<file path="config.mk">
export PLATFORM = sky130hd
export DESIGN_NAME = cop0_regs_param
export DESIGN_NICKNAME = d
export VERILOG_FILES = /design/src/rtl/cop0_pkg.sv /design/src/rtl/cop0_timer.sv /design/src/rtl/cop0_regs_param.sv
export SDC_FILE = /design/constraint.sdc
export NUM_CORES = 1
export LEC_CHECK = 0
export CAP_MARGIN = 0
export CORE_MARGIN = 2
export CORE_UTILIZATION = 30
export CTS_BUF_LIST = sky130_fd_sc_hd__clkbuf_4 sky130_fd_sc_hd__clkbuf_8
export CTS_CLUSTER_DIAMETER = 60
export DETAILED_ROUTE_END_ITERATION = 10
export HOLD_SLACK_MARGIN = 0.1
export PLACE_DENSITY = 0.5
export SLEW_MARGIN = 20
export SYNTH_ARGS = -nofsm -noshare
export SYNTH_HDL_FRONTEND = slang
export SYNTH_HIERARCHICAL = 1
export SYNTH_SLANG_ARGS = --single-unit
export TNS_END_PERCENT = 30
</file>
<file path="constraint.sdc">
create_clock -name iCLK -period 5.2 [get_ports iCLK]
set_clock_uncertainty 0.2 [all_clocks]
set_input_delay 0.52 -clock iCLK [delete_from_list [all_inputs] [get_ports iCLK]]
set_output_delay 0.52 -clock iCLK [all_outputs]
set_load 0.005 [all_outputs]
</file>
<file path="src/rtl/cop0_pkg.sv">
// Shared COP0 definitions: register indices, Status/Cause bit positions
// and exception codes.
package cop0_pkg;

    localparam logic [4:0] REG_BADVADDR = 5'd8;
    localparam logic [4:0] REG_COUNT    = 5'd9;
    localparam logic [4:0] REG_COMPARE  = 5'd11;
    localparam logic [4:0] REG_STATUS   = 5'd12;
    localparam logic [4:0] REG_CAUSE    = 5'd13;
    localparam logic [4:0] REG_EPC      = 5'd14;

    localparam int SR_IE     = 0;
    localparam int SR_EL     = 1;
    localparam int SR_UM     = 4;
    localparam int SR_IM_LO  = 8;

    localparam int CAUSE_SW_LO = 8;

    localparam logic [4:0] EXC_INT  = 5'd0;
    localparam logic [4:0] EXC_ADEL = 5'd4;
    localparam logic [4:0] EXC_ADES = 5'd5;
    localparam logic [4:0] EXC_SYS  = 5'd8;

    function automatic logic is_addr_exc(input logic [4:0] code);
        return (code == EXC_ADEL) || (code == EXC_ADES);
    endfunction

endpackage

</file>
<file path="src/rtl/cop0_timer.sv">
// Count/Compare timer with a COUNT_DIV prescaler and a sticky timer
// pending flag that a Compare write clears.
module cop0_timer
    import cop0_pkg::*;
#(
    parameter int COUNT_DIV     = 2,
    parameter int WRAP_ON_MATCH = 1
) (
    input  logic        clk,
    input  logic        clr,
    input  logic        count_we,
    input  logic        compare_we,
    input  logic [31:0] wdata,
    output logic [31:0] count,
    output logic [31:0] compare,
    output logic        timer_pending
);

    localparam logic [7:0] PRESC_MAX = 8'(COUNT_DIV - 1);

    logic [7:0] presc;
    logic       tick;
    logic       match;

    // A Count write restarts the prescale period, so it masks the tick.
    assign tick  = (presc == PRESC_MAX) && !count_we;
    assign match = (count == compare);

    always_ff @(posedge clk) begin
        if (clr) begin
            presc         <= '0;
            count         <= '0;
            compare       <= '0;
            timer_pending <= 1'b0;
        end else begin
            if (count_we) begin
                count <= wdata;
                presc <= '0;
            end else begin
                presc <= (presc == PRESC_MAX) ? 8'd0 : presc + 8'd1;
                if (tick) begin
                    count <= (match && WRAP_ON_MATCH != 0) ? 32'd0 : count + 32'd1;
                end
            end
            if (compare_we) begin
                compare <= wdata;
            end
            if (tick && match) begin
                timer_pending <= 1'b1;
            end else if (compare_we) begin
                timer_pending <= 1'b0;
            end
        end
    end

endmodule

</file>
<file path="src/rtl/cop0_regs_param.sv">
// COP0 register file: Status, Cause, EPC, BadVAddr, exception/eret
// sequencing and interrupt masking around the cop0_timer block.
module cop0_regs_param
    import cop0_pkg::*;
#(
    parameter int          NUM_IRQ       = 8,
    parameter int          TIMER_LINE    = 2,
    parameter int          COUNT_DIV     = 2,
    parameter int          WRAP_ON_MATCH = 1,
    parameter logic [31:0] SR_RESET      = 32'h00000911
) (
    input  logic               iCLK,
    input  logic               iCLR,
    input  logic [4:0]         iReadRegister,
    output logic [31:0]        oReadData,
    input  logic [4:0]         iWriteRegister,
    input  logic [31:0]        iWriteData,
    input  logic               iRegWrite,
    input  logic               iEret,
    input  logic               iExcOccurred,
    input  logic               iBranchDelay,
    input  logic [4:0]         iExcCode,
    input  logic [31:0]        iExcPC,
    input  logic [31:0]        iBadVAddr,
    input  logic [NUM_IRQ-1:0] iPendingInterrupt,
    output logic [7:0]         oInterruptMask,
    output logic               oIrqRequest,
    output logic [31:0]        oEretTarget,
    output logic               oUserMode,
    output logic               oExcLevel,
    output logic               oInterruptEnable,
    input  logic [4:0]         iRegDispSelect,
    output logic [31:0]        oRegDisp
);

    logic [31:0]        status;
    logic [31:0]        epc;
    logic [31:0]        badvaddr;
    logic               bd;
    logic [4:0]         exc_code;
    logic [1:0]         sw_ip;
    logic [NUM_IRQ-1:0] hw_ip;
    logic [31:0]        count;
    logic [31:0]        compare;
    logic               ti;
    logic               wr;
    logic [7:0]         ip;
    logic [31:0]        cause;
    logic [31:0]        view [32];

    // Exceptions and eret swallow any mtc0 issued in the same cycle.
    assign wr = iRegWrite && !iExcOccurred && !iEret;

    cop0_timer #(
        .COUNT_DIV     (COUNT_DIV),
        .WRAP_ON_MATCH (WRAP_ON_MATCH)
    ) u_timer (
        .clk           (iCLK),
        .clr           (iCLR),
        .count_we      (wr && iWriteRegister == REG_COUNT),
        .compare_we    (wr && iWriteRegister == REG_COMPARE),
        .wdata         (iWriteData),
        .count         (count),
        .compare       (compare),
        .timer_pending (ti)
    );

    always_comb begin
        ip             = 8'(hw_ip);
        ip[TIMER_LINE] = ip[TIMER_LINE] | ti;
        ip[1:0]        = ip[1:0] | sw_ip;
    end

    assign cause = {bd, 15'd0, ip, 1'b0, exc_code, 2'b00};

    always_comb begin
        for (int i = 0; i < 32; i++) begin
            view[i] = '0;
        end
        view[REG_BADVADDR] = badvaddr;
        view[REG_COUNT]    = count;
        view[REG_COMPARE]  = compare;
        view[REG_STATUS]   = status;
        view[REG_CAUSE]    = cause;
        view[REG_EPC]      = epc;
    end

    assign oReadData = view[iReadRegister];
    assign oRegDisp  = view[iRegDispSelect];

    always_ff @(posedge iCLK) begin
        if (iCLR) begin
            status   <= SR_RESET;
            epc      <= '0;
            badvaddr <= '0;
            bd       <= 1'b0;
            exc_code <= '0;
            sw_ip    <= '0;
            hw_ip    <= '0;
        end else begin
            hw_ip <= iPendingInterrupt;
            if (iExcOccurred) begin
                status[SR_EL] <= 1'b1;
                status[SR_UM] <= 1'b0;
                bd            <= iBranchDelay;
                exc_code      <= iExcCode;
                epc           <= iExcPC;
                if (is_addr_exc(iExcCode)) begin
                    badvaddr <= iBadVAddr;
                end
            end else if (iEret) begin
                status[SR_EL] <= 1'b0;
                status[SR_UM] <= 1'b1;
            end else if (wr) begin
                unique case (iWriteRegister)
                    REG_STATUS: status <= iWriteData;
                    REG_CAUSE:  sw_ip  <= iWriteData[CAUSE_SW_LO +: 2];
                    REG_EPC:    epc    <= iWriteData;
                    default: ;
                endcase
            end
        end
    end

    assign oInterruptMask   = (status[SR_IE] && !status[SR_EL])
                            ? (status[SR_IM_LO +: 8] & ip) : 8'd0;
    assign oIrqRequest      = |oInterruptMask;
    assign oEretTarget      = epc;
    assign oUserMode        = status[SR_UM];
    assign oExcLevel        = status[SR_EL];
    assign oInterruptEnable = status[SR_IE];

endmodule

</file>
==> impl_metrics.yaml <==
logic_synthesis:
  synth-seq-cells: 185
  ys.flop_type: "dfxtp_1"
  syn_area_per_cell_um2: 8.07
  ys_warn_count: 6
  synth_edf_count: 0
  synthCells: 1444
  synth.distinct_cells: 63
  seq_area_frac_synth_pct: 31.8
  synth_fp_nets: 1577
  synth_area_um2: 11700
  async_flop_share_pct: 0
sta:
  fin_crit_sh_pct: 76.4
  fmax_mhz: 252
  slew_violations: 0
  rsz0062_at_grt: "false"
  hold_violations: 0
  tightest_slew_ns: 1.10
  slew_headroom_pct: 26.4
  fin_setup_tns_ns: 0
  min_period_ns: 3.97
  whs_ns: 0.287
  setup_viol: 0
clock_network:
  cts_htree_levels: 4
  clock-sinks: 185
  cts_resized: 0
  holdBufCountCts: 0
  clk_pin_slew_ns: 0.10
  cts_made_buffers: 17
  clockRootBuffer: "clkbuf_8"
  clk_latency_ns: 0.51
  cts_tree: "yes"
  postCtsSetupBuffers: 0
  clock_path_buffers: 2
setup_path:
  worstSetupEndpoint: "oReadData[31]"
  reg2reg_depth: 7
  cp.arrival_ns: 3.25
  r2r_start: "u_timer/count[22]"
  critPathKind: "in -> out"
  r2r-end: "u_timer/count[14]"
  critPathMostFrequentCell: "buf_4"
  crit_fanout: 67
  cp.required_ns: 4.48
  endpoint_kind: "output port"
  slowest_delay_ns: 0.61
  crit_path_start: "iReadRegister[1]"
  reg2reg_setup_slack_ns: 1.64
  cp_slowest_cell: "nor2_2"
  cp_cell_sequence: "buf_4 -> nor2_2 -> buf_4 -> a221oi_1 -> a311oi_1 -> clkdlybuf4s50_1"
  worst_setup_path_start_kind: "input port"
detailed_routing:
  first_pass_iters: 5
  routed_wirelength_um: 52100
  viasPerCell: 5.83
  ant_nets: 0
  drc: 0
  vias: 12300
  drt-wirelength-per-cell_um: 24.7
  drtIter0Drc: 1117
grt:
  grt_pass1_vias: 12000
  antenna_found_initial: 1
  gr-usage-all-layers_pct: 25.2
  grt_max_degree: 86
  grt_pass1_wl_um: 77800
  grt-ovfl-total: 0
final_layout:
  regArea_um2: 3700
  multi_input_area_um2: 7240
  drive_above_1_share_pct: 7.86
  mostFrequentLayoutCell: "clkdlybuf4s50_1"
  nNetsFinal: 1711
  fillCellCount: 4024
  layout_common_cells: "clkdlybuf4s50_1, dfxtp_1, mux2i_1"
  fin_area_um2: 14700
  syn2layout_area_growth_pct: 26.2
  layoutNonFillerInstCount: 2110
  finish.utilization_pct: 38.2
power:
  power.density_nw_per_um2: 218
  p_leak_nw: 4.85
  max-vdd-ir-drop_mv: 0.165
placement:
  dpl.hpwl_um: 37800
  postPlaceCellArea_um2: 14300
  dp.cells: 2077
  gp_congestion: 0.969
  port_buffers: 237
floorplanning:
  die_area_um2: 40400
  fp.coreArea_um2: 38500
  die_h_um: 201
  rows: 72
  io_pins: 238
  die_x_um: 201
  initial_core_util_pct: 30.3
run:
  cap_violations: 0
run_status:
  outcome: "completed"
hold_path:
  hold_class: "reg -> reg"
## where the power goes
part / leakage (nW) / internal (W) / switching, W
Clock: 0.220 / 0.000541 / 0.000588
Sequential: 1.50 / 0.00145 / 0.0000444
Combinational: 3.13 / 0.000246 / 0.000343
Total: 4.85 / 0.00224 / 0.000975
## critical path: cells and delay by family
kind,cells,cell delay [ns]
buffers and inverters,3,1.36
AOI/OAI and AO/OA,2,0.69
and+or+nand+nor,1,0.61
## layer usage
layer / share of wire, % / vias to the layer above / wire [um] / track usage [%]
li1: - / 5642 / - / -
met1: 43 / 6037 / 22500 / 33.2
met2: 47 / 559 / 24400 / 41.5
met3: 6.8 / 66 / 3530 / 4.48
met4: 3.2 / 0 / 1660 / 8.65
met5: 0 / - / 0 / 0
## metrics by stage
stage / worst slack (ns) / power, W
after global placement: 1.35 / 0.00211
after CTS: 1.32 / 0.00322
final: 1.23 / 0.00321
after floorplan: 2.39 / 0.00180
after detailed placement: 1.32 / 0.00211
after global routing: 1.15 / 0.00332
## kinds of logic (layout without fill, tap and decap cells)
| family | Yosys count | in the layout | synth area share [%] |
|---|---|---|---|
| simple gates | 462 | 462 | 20.9 |
| compound gates | 410 | 410 | 22.7 |
| flops | 185 | 185 | 31.8 |
| buf+inv | 175 | 322 | 6.51 |
| mux | 165 | 165 | 14.5 |
| xor+xnor | 44 | 44 | 3.31 |
| fa+ha+maj | 3 | 3 | 0.322 |
| other cells | 0 | 1 | 0 |
## state kept, by name, indices dropped and copies added (netlist names)
| signal | count |
|---|---|
| sw_ip | 2 |
| badvaddr | 32 |
| exc_code | 5 |
| u_timer/presc | 8 |
| u_timer/timer_pending | 1 |
| u_timer/compare | 32 |
| bd | 1 |
| hw_ip | 8 |
| u_timer/count | 32 |
| oEretTarget | 32 |
| status | 32 |
## synth_stat cells, types with 20 or more instances
cell / instances / area share, %
nand4_1: 53 / 2.8
mux2i_1: 133 / 11
nand2_1: 113 / 3.6
o21ai_1: 26 / 1.1
a2bb2oi_1: 23 / 1.7
o21ai_0: 66 / 2.8
mux2_2: 32 / 3.1
and3_1: 20 / 1.1
dfxtp_1: 185 / 32
clkbuf_1: 88 / 2.8
buf_2: 33 / 1.4
inv_1: 27 / 0.87
xnor2_1: 39 / 2.9
nand3_1: 87 / 3.7
a221oi_1: 25 / 1.9
a21oi_1: 105 / 4.5
o22ai_1: 36 / 1.9
o211ai_1: 44 / 2.8
nor2_1: 75 / 2.4
## worst min-delay path by stage
stage / start / end / slack (ns) / cells after the start
6_report: sw_ip[0] / sw_ip[0] / 0.29 / 2
5_1_grt: sw_ip[0] / sw_ip[0] / 0.30 / 2
3_5_place_dp: sw_ip[0] / sw_ip[0] / 0.27 / 2
4_1_cts: sw_ip[0] / sw_ip[0] / 0.29 / 2
3_3_place_gp: sw_ip[0] / sw_ip[0] / 0.26 / 2
2_1_floorplan: u_timer/timer_pending / u_timer/timer_pending / 0.25 / 2
## cell type report
type                    instances  share of cell area (%)
multi-input cells            1084                    49.2
flip-flops and latches        185                    25.2
repair buffers                263                    17.4
well taps                     518                    4.41
clock buffers                  23                    2.07
clock inverters                 9                   0.928
inverters                      27                   0.689
diodes                          1                  0.0170
No activity file was read; power rests on OpenSTA's default activity.
